[src/rtl/mem_arbiter.sv]
// mem_arbiter: arbitrates I-cache and D-cache block requests onto one main-memory port.
// Define MEM_ARBITER_ROUND_ROBIN_EN for round-robin tie-breaking instead of fixed D-cache priority.
module mem_arbiter #(
  parameter int ADDR_W = 28,
  parameter int DATA_W = 128
) (
  input  logic              CLK,
  input  logic              RESET,
  input  logic              IC_READ,
  input  logic [ADDR_W-1:0] IC_BLOCK_ADDR,
  output logic              IC_BUSYWAIT,
  output logic [DATA_W-1:0] IC_READ_DATA,
  input  logic              DC_READ,
  input  logic              DC_WRITE,
  input  logic [ADDR_W-1:0] DC_BLOCK_ADDR,
  input  logic [DATA_W-1:0] DC_WRITE_DATA,
  output logic              DC_BUSYWAIT,
  output logic [DATA_W-1:0] DC_READ_DATA,
  output logic              MEM_READ,
  output logic              MEM_WRITE,
  output logic [ADDR_W-1:0] MEM_BLOCK_ADDR,
  output logic [DATA_W-1:0] MEM_WRITE_DATA,
  input  logic              MEM_BUSYWAIT,
  input  logic [DATA_W-1:0] MEM_READ_DATA
);
  typedef enum logic [1:0] {IDLE, ISSUE, WAIT, RESP} state_t;
  state_t state;
  logic own_dc, op_wr, drop;
  logic [ADDR_W-1:0] addr_q;
  logic [DATA_W-1:0] wdata_q, ic_data, dc_data;
  logic ic_req, dc_req, grant_dc, busy, own_req;
  assign ic_req = IC_READ;
  assign dc_req = DC_READ || DC_WRITE;
`ifdef MEM_ARBITER_ROUND_ROBIN_EN
  logic last_dc;
  assign grant_dc = dc_req && (!ic_req || !last_dc);
`else
  assign grant_dc = dc_req;
`endif
  assign busy           = (state == ISSUE || state == WAIT) && !RESET;
  assign MEM_READ       = busy && !op_wr;
  assign MEM_WRITE      = busy && op_wr;
  assign MEM_BLOCK_ADDR = busy ? addr_q : '0;
  assign MEM_WRITE_DATA = busy ? wdata_q : '0;
  assign IC_BUSYWAIT    = ic_req && !(state == RESP && !own_dc);
  assign DC_BUSYWAIT    = dc_req && !(state == RESP && own_dc);
  assign IC_READ_DATA   = ic_data;
  assign DC_READ_DATA   = dc_data;
  assign own_req        = own_dc ? dc_req : ic_req;
  // drop remembers an owner that let go mid-flight, so its stale response is never stored
  always_ff @(posedge CLK) begin
    if (RESET) begin
      state   <= IDLE;
      own_dc  <= 1'b0;
      op_wr   <= 1'b0;
      drop    <= 1'b0;
      addr_q  <= '0;
      wdata_q <= '0;
      ic_data <= '0;
      dc_data <= '0;
`ifdef MEM_ARBITER_ROUND_ROBIN_EN
      last_dc <= 1'b0;
`endif
    end else begin
      case (state)
        IDLE: if (ic_req || dc_req) begin
          state   <= ISSUE;
          own_dc  <= grant_dc;
          op_wr   <= grant_dc && DC_WRITE;
          drop    <= 1'b0;
          addr_q  <= grant_dc ? DC_BLOCK_ADDR : IC_BLOCK_ADDR;
          wdata_q <= (grant_dc && DC_WRITE) ? DC_WRITE_DATA : '0;
`ifdef MEM_ARBITER_ROUND_ROBIN_EN
          last_dc <= grant_dc;
`endif
        end
        ISSUE: begin
          state <= WAIT;
          drop  <= drop || !own_req;
        end
        WAIT: begin
          drop <= drop || !own_req;
          if (!MEM_BUSYWAIT) begin
            state <= RESP;
            if (!op_wr && own_req && !drop) begin
              if (own_dc) dc_data <= MEM_READ_DATA;
              else ic_data <= MEM_READ_DATA;
            end
          end
        end
        default: state <= IDLE;
      endcase
    end
  end
endmodule

[config.mk]
export PLATFORM = sky130hd
export DESIGN_NAME = mem_arbiter
export DESIGN_NICKNAME = d
export VERILOG_FILES = /design/src/rtl/mem_arbiter.sv
export SDC_FILE = /design/constraint.sdc
export NUM_CORES = 1
export LEC_CHECK = 0
export ABC_CLOCK_PERIOD_IN_PS = 4800
export BUFFER_PORTS_ARGS = -buffer_cell sky130_fd_sc_hd__buf_2
export CORE_AREA = 2 2 282 284
export CTS_BUF_LIST = sky130_fd_sc_hd__clkbuf_8
export DETAILED_ROUTE_END_ITERATION = 8
export DIE_AREA = 0 0 284 286
export GPL_ROUTABILITY_DRIVEN = 0
export HOLD_SLACK_MARGIN = 0.08
export PLACE_DENSITY = 0.39
export RECOVER_POWER = 100
export SLEW_MARGIN = 5
export SYNTH_ARGS = -nofsm -noshare
export SYNTH_HDL_FRONTEND = slang
export SYNTH_SLANG_ARGS = --single-unit
[constraint.sdc]
create_clock -name CLK -period 4.8 [get_ports CLK]
set_input_delay 0.48 -clock CLK [delete_from_list [all_inputs] [get_ports CLK]]
set_output_delay 0.48 -clock CLK [all_outputs]
set_load 0.02 [all_outputs]
[After elaboration in Yosys (flattened, before gate mapping)]
Cells that the tools add are included.
Storage, ports and cells
  register bits: 417
  bits of input ports: 318
  output and inout port bits: 416
  logic and storage cells: 54
Operators by class
  equal/unequal tests: 5
  muxes and demuxes: 10
  bitwise operators: 2
  reduce and logical (&&, ||, !) cells: 29
Operators with widths (count)
  2-to-1 mux 128 bit: 2
  2-to-1 mux 28 bit: 2
  logical AND 1 bit: 10
  AND reduction 4 bit: 2
  zero test 1 bit: 7
  one-hot mux 2 bit (3 select lines): 1
  AND reduction 2 bit: 3
  == test 2 bit (second input constant): 2
  logical OR 1 bit: 4
  2-to-1 mux 2 bit: 2
  != test 2 bit (second input constant): 2
  == test 2 x 1 -> 1 bit (second input constant): 1
  zero test 2 bit: 1
  2-to-1 mux 1 bit: 2
  inverter 1 bit: 2
  one-hot mux 1 bit (2 select lines): 1
  nonzero test 2 bit: 1
  OR reduction 2 bit: 1

[Longest topological paths before layout]
  depth after elaboration: 5
  gate-level depth with buffers: 8
  depth with buffers taken out: 5

[Least setup slack after synthesis]
Ideal clock, no wire load.
  path kind: register -> output
  start point: reg state[1]
  end point: out MEM_WRITE_DATA[100]
  arrival time: 1.698 ns
  setup slack: 2.622 ns
  stages on the path, launching flop included: 7
  path buffers: 2
  cells stage by stage: dfxtp_1 > inv_1 > ha_1 > nor2b_1 > clkbuf_1 > clkbuf_1 > and2_1
Between the ends
  longest elaborated chain between the ends: 4
RTL lines
  start: declaration: line 27  | state_t state;
  start signal: assignment: line 53  | state <= IDLE;
  start signal: assignment: line 67  | state <= ISSUE;
  start signal: assignment: line 78  | state <= WAIT;
  == test 2 x 1 -> 1 bit or == test 2 bit (tied branches): line 40  | assign busy = (state == ISSUE || state == WAIT) && !RESET;
  logical OR 1 bit (*): line 40
  logical AND 1 bit (*): line 40
  2-to-1 mux 128 bit (*): line 44  | assign MEM_WRITE_DATA = busy ? wdata_q : '0;
  end: declaration: line 22  | output logic [DATA_W-1:0] MEM_WRITE_DATA,
Mark *: on every way between the ends. The rest lies on a longest branch, timed or not.

[Worst setup path in the final report]
  start point: reg state[1]
  end point: out MEM_WRITE_DATA[105]
The elaborated chain is that of the path after synthesis.

==> impl_metrics.xml <==
<?xml version="1.0" encoding="UTF-8"?>
<metrics>
  <group name="setup_path">
    <metric name="cp-start-kind" unit="">flip-flop</metric>
    <metric name="cp_data_arrival_time" unit="ps">3280</metric>
    <metric name="crit_required" unit="ps">4320</metric>
    <metric name="crit_fanout" unit="">31</metric>
    <metric name="worst_setup_path_type" unit="">flip-flop to primary output</metric>
    <metric name="cp-end-kind" unit="">primary output</metric>
  </group>
  <group name="synthesis">
    <metric name="syn_area_per_cell" unit="um^2">8.02</metric>
    <metric name="synth_top_family_by_area" unit="">simple AND/OR/NAND/NOR gates</metric>
    <metric name="synth_compound_gate_area_share" unit="%">21.8</metric>
    <metric name="synthSimpleGateAreaFrac" unit="%">21.9</metric>
    <metric name="synth_mux_area_share" unit="%">0</metric>
    <metric name="synthCells" unit="">2117</metric>
    <metric name="netlist-cell-type-count" unit="">32</metric>
    <metric name="yosysSeqAreaShare" unit="%">49.2</metric>
    <metric name="synth.ff_latch_count" unit="">417</metric>
    <metric name="synth_area" unit="um^2">17000</metric>
    <metric name="net_count_of_the_mapped_netlist" unit="">2438</metric>
    <metric name="yosys_warnings" unit="">0</metric>
    <metric name="xor_xnor_cell_area_share_of_the_yosys_netlist" unit="%">0</metric>
    <metric name="synthesized_area_fraction_occupied_by_adder_cells" unit="%">0.221</metric>
  </group>
  <group name="power_and_ir_drop">
    <metric name="p_int" unit="mW">6.76</metric>
    <metric name="clkPwrFrac" unit="%">34.4</metric>
    <metric name="share_comb_of_total_power" unit="%">27.5</metric>
    <metric name="powerDensity" unit="nW/um^2">419</metric>
    <metric name="p_sw" unit="mW">3.94</metric>
    <metric name="p_leak" unit="nW">9.54</metric>
    <metric name="irDropWorstVdd" unit="V">0.000288</metric>
    <metric name="p_seq_share" unit="%">38.1</metric>
    <metric name="netSwitchingFraction" unit="%">36.8</metric>
  </group>
  <group name="sta">
    <metric name="timing.final.setup_violations" unit="">0</metric>
    <metric name="setup_repair_after_global_routing_missed_its_margin" unit="">no</metric>
    <metric name="timing_hold_violations_final" unit="">0</metric>
    <metric name="timing.fmax" unit="MHz">266</metric>
    <metric name="finClkSkew" unit="ps">45.3</metric>
    <metric name="layout_min_cycle_time" unit="ps">3760</metric>
    <metric name="timing.max_slew.rel_slack" unit="%">-56.3</metric>
    <metric name="fin_crit_sh" unit="%">78.4</metric>
    <metric name="worstMarginPinSlew" unit="ps">2340</metric>
    <metric name="timing.final.max_slew_violations" unit="">321</metric>
    <metric name="post-route-worst-setup-slack" unit="ps">1040</metric>
    <metric name="setup-tns-final" unit="ps">0</metric>
  </group>
  <group name="status">
    <metric name="failing_checks" unit="">max-capacitance violations, max-slew violations</metric>
    <metric name="outcome" unit="">complete, but fails checks</metric>
  </group>
  <group name="floorplan">
    <metric name="coreArea" unit="um^2">78400</metric>
    <metric name="std_cell_rows" unit="">103</metric>
    <metric name="die_area" unit="um^2">81200</metric>
    <metric name="die_w" unit="um">284</metric>
    <metric name="ioPinCount" unit="">734</metric>
    <metric name="start_util" unit="%">21.7</metric>
    <metric name="die-height" unit="um">286</metric>
  </group>
  <group name="cells_and_area">
    <metric name="nFillCells" unit="">8694</metric>
    <metric name="post_route_cells_drive_above_1_share" unit="%">17.9</metric>
    <metric name="layout.nets" unit="">3358</metric>
    <metric name="flow.area_growth_from_synthesis" unit="%">50.3</metric>
  </group>
  <group name="global_route">
    <metric name="grt_usage" unit="%">18.1</metric>
    <metric name="grt_antenna_before_repair" unit="">11</metric>
    <metric name="grt_remaining_overflow" unit="">0</metric>
    <metric name="grt_pass1_wl" unit="um">116000</metric>
    <metric name="grt_max_degree" unit="">195</metric>
    <metric name="vias_in_the_first_global_route" unit="">19030</metric>
  </group>
  <group name="run">
    <metric name="timing.max_cap.violations" unit="">5</metric>
  </group>
  <group name="clocking">
    <metric name="cts.path.max_buffers" unit="">3</metric>
    <metric name="cts_tree" unit="">yes</metric>
    <metric name="cts.reportedPaths.clkPinSlew" unit="ps">60</metric>
    <metric name="cts.htree.levels" unit="">3</metric>
    <metric name="cts.sink_count" unit="">417</metric>
    <metric name="insertion_delay" unit="ps">680</metric>
    <metric name="cts_made_buffers" unit="">84</metric>
    <metric name="root_buffer" unit="">clkbuf_8</metric>
  </group>
  <group name="placed_design">
    <metric name="port-buffer-count" unit="">733</metric>
    <metric name="post-dp-hpwl" unit="um">50000</metric>
    <metric name="place_worst_setup_slack" unit="ps">1910</metric>
  </group>
  <group name="min_path">
    <metric name="hp-class" unit="">primary input to flip-flop</metric>
  </group>
  <group name="drt">
    <metric name="final_antenna_net_count" unit="">0</metric>
    <metric name="drt_first_iter_violations" unit="">1149</metric>
    <metric name="route.detailed.wl_per_inst" unit="um">18.9</metric>
    <metric name="drt-total-wl" unit="um">78200</metric>
    <metric name="drt_drc_violations_left" unit="">0</metric>
    <metric name="detailroute.via_count" unit="">19220</metric>
    <metric name="viasPerCell" unit="">4.63</metric>
    <metric name="number_of_detailed_routing_iterations_run_before_antenna_repair" unit="">5</metric>
  </group>
</metrics>
-- cell usage after synthesis (all sizes together) --
master   count  area share [%]
clkbuf     146             3.2
o31a         1           0.052
nand2b       1           0.037
a21boi       1           0.044
o21ai      287             8.5
dfxtp      417              49
nor2b        3            0.11
a211oi       1           0.044
a311oi      28             1.4
o31ai        1           0.074
o21ba        1           0.059
o21a         2           0.088
ha           3            0.22
a31oi        1           0.037
nand2      160             3.5
a21oi      388              11
and2       158             5.8
nor2        32            0.71
or4b         1           0.081
buf         91             3.6
inv          4           0.088
or4          1           0.044
or3b         1           0.052
nor3b        1           0.044
nor4b        2            0.14
o2111ai      1           0.052
nand3      384              11
-- stage by stage --
stage                     area, um^2  hold WS, ps  util (%)  power [mW]  std cells
after floorplan                17000          427         -        5.87       2117
after global placement         21200          434      27.1        6.87       3689
after detailed placement       21200          442      27.1        6.89       3689
after CTS                      26000          186      33.2        11.0       4142
after global routing           25500          233      32.6        11.3       4148
final                          25500          267      32.6        10.7       4148
-- routing by layer --
metal  GRT usage (%)  wire, um
met5               0        45
met4            6.62      2140
met3            4.70      5830
met2            29.3     36300
met1            23.2     33900
-- cells by family after synthesis --
family | Yosys count
flops | 417
buf+inv | 241
simple gates | 744
fa+ha+maj | 3
compound gates | 712
-- placed cells by master, fill, tap and decap left out, drive strengths merged --
| cell | netlist | routed |
|---|---|---|
| clkbuf | 146 | 431 |
| buf | 91 | 428 |
| dfxtp | 417 | 417 |
| a21oi | 388 | 388 |
| nand3 | 384 | 384 |
| dlygate4sd3 | 0 | 312 |
| o21ai | 287 | 287 |
| nand2 | 160 | 160 |
| and2 | 158 | 158 |
| inv | 4 | 36 |
| nor2 | 32 | 32 |
| a311oi | 28 | 28 |
| clkinv | 0 | 7 |
| diode | 0 | 6 |
| nor2b | 3 | 3 |
| ha | 3 | 3 |
| nor4b | 2 | 2 |
| bufinv | 0 | 2 |
| o21a | 2 | 2 |
| nor3b | 1 | 1 |
| o21ba | 1 | 1 |
| or3b | 1 | 1 |
| a31oi | 1 | 1 |
| o2111ai | 1 | 1 |
| a211oi | 1 | 1 |
| a21boi | 1 | 1 |
| o31ai | 1 | 1 |
| or4b | 1 | 1 |
| nand2b | 1 | 1 |
| or4 | 1 | 1 |
| o31a | 1 | 1 |
-- state kept, by name, indices dropped and copies added, names as in the netlist --
name          count
addr_q           28
drop              1
own_dc            1
state             2
op_wr             1
DC_READ_DATA    128
IC_READ_DATA    128
wdata_q         128
-- worst max-delay path, cell delays in order, from the launching register on --
cell      delay (ps)
dfxtp_1          370
inv_1             90
ha_4             290
nor2b_4          610
clkbuf_1         800
and2_1           230
clkbuf_1         230
-- area by class of cell --
| type | count | area (um^2) | area share, % |
|---|---|---|---|
| clock buffers | 100 | 1380 | 5.39 |
| multi-input cells | 1459 | 7500 | 29.4 |
| repair buffers | 1071 | 6680 | 26.2 |
| clock inverters | 41 | 274 | 1.07 |
| inverters | 4 | 15.0 | 0.0588 |
| well taps | 1050 | 1310 | 5.15 |
| diodes | 6 | 15.0 | 0.0588 |
| flip-flops and latches | 417 | 8350 | 32.7 |
-- power by group through the flow --
stage	clock network (mW)	logic (mW)	registers (mW)
finish	3.68	2.95	4.07
global route	3.98	3.24	4.12
CTS	3.84	3.06	4.07
detailed placement	0	2.75	4.14
global placement	0	2.72	4.14
floorplan	0	1.74	4.13
-- final timing paths --
check,from,to,slack (ps),cells after the start
worst min register to register,wdata_q[88],wdata_q[88],450,2
worst max register to register,state[0],DC_READ_DATA[71],1200,6
worst min-delay path,IC_READ,own_dc,270,4
worst max-delay path,state[1],MEM_WRITE_DATA[105],1040,6
-- what timing repair did --
item | 4_1_cts | 5_1_grt
resized for setup | 0 | 0
buffers inserted | 0 | 0
hold endpoints to repair | 408 | 0
hold buffers | 312 | 0
Note: power is estimated with default switching activity, not from simulation.
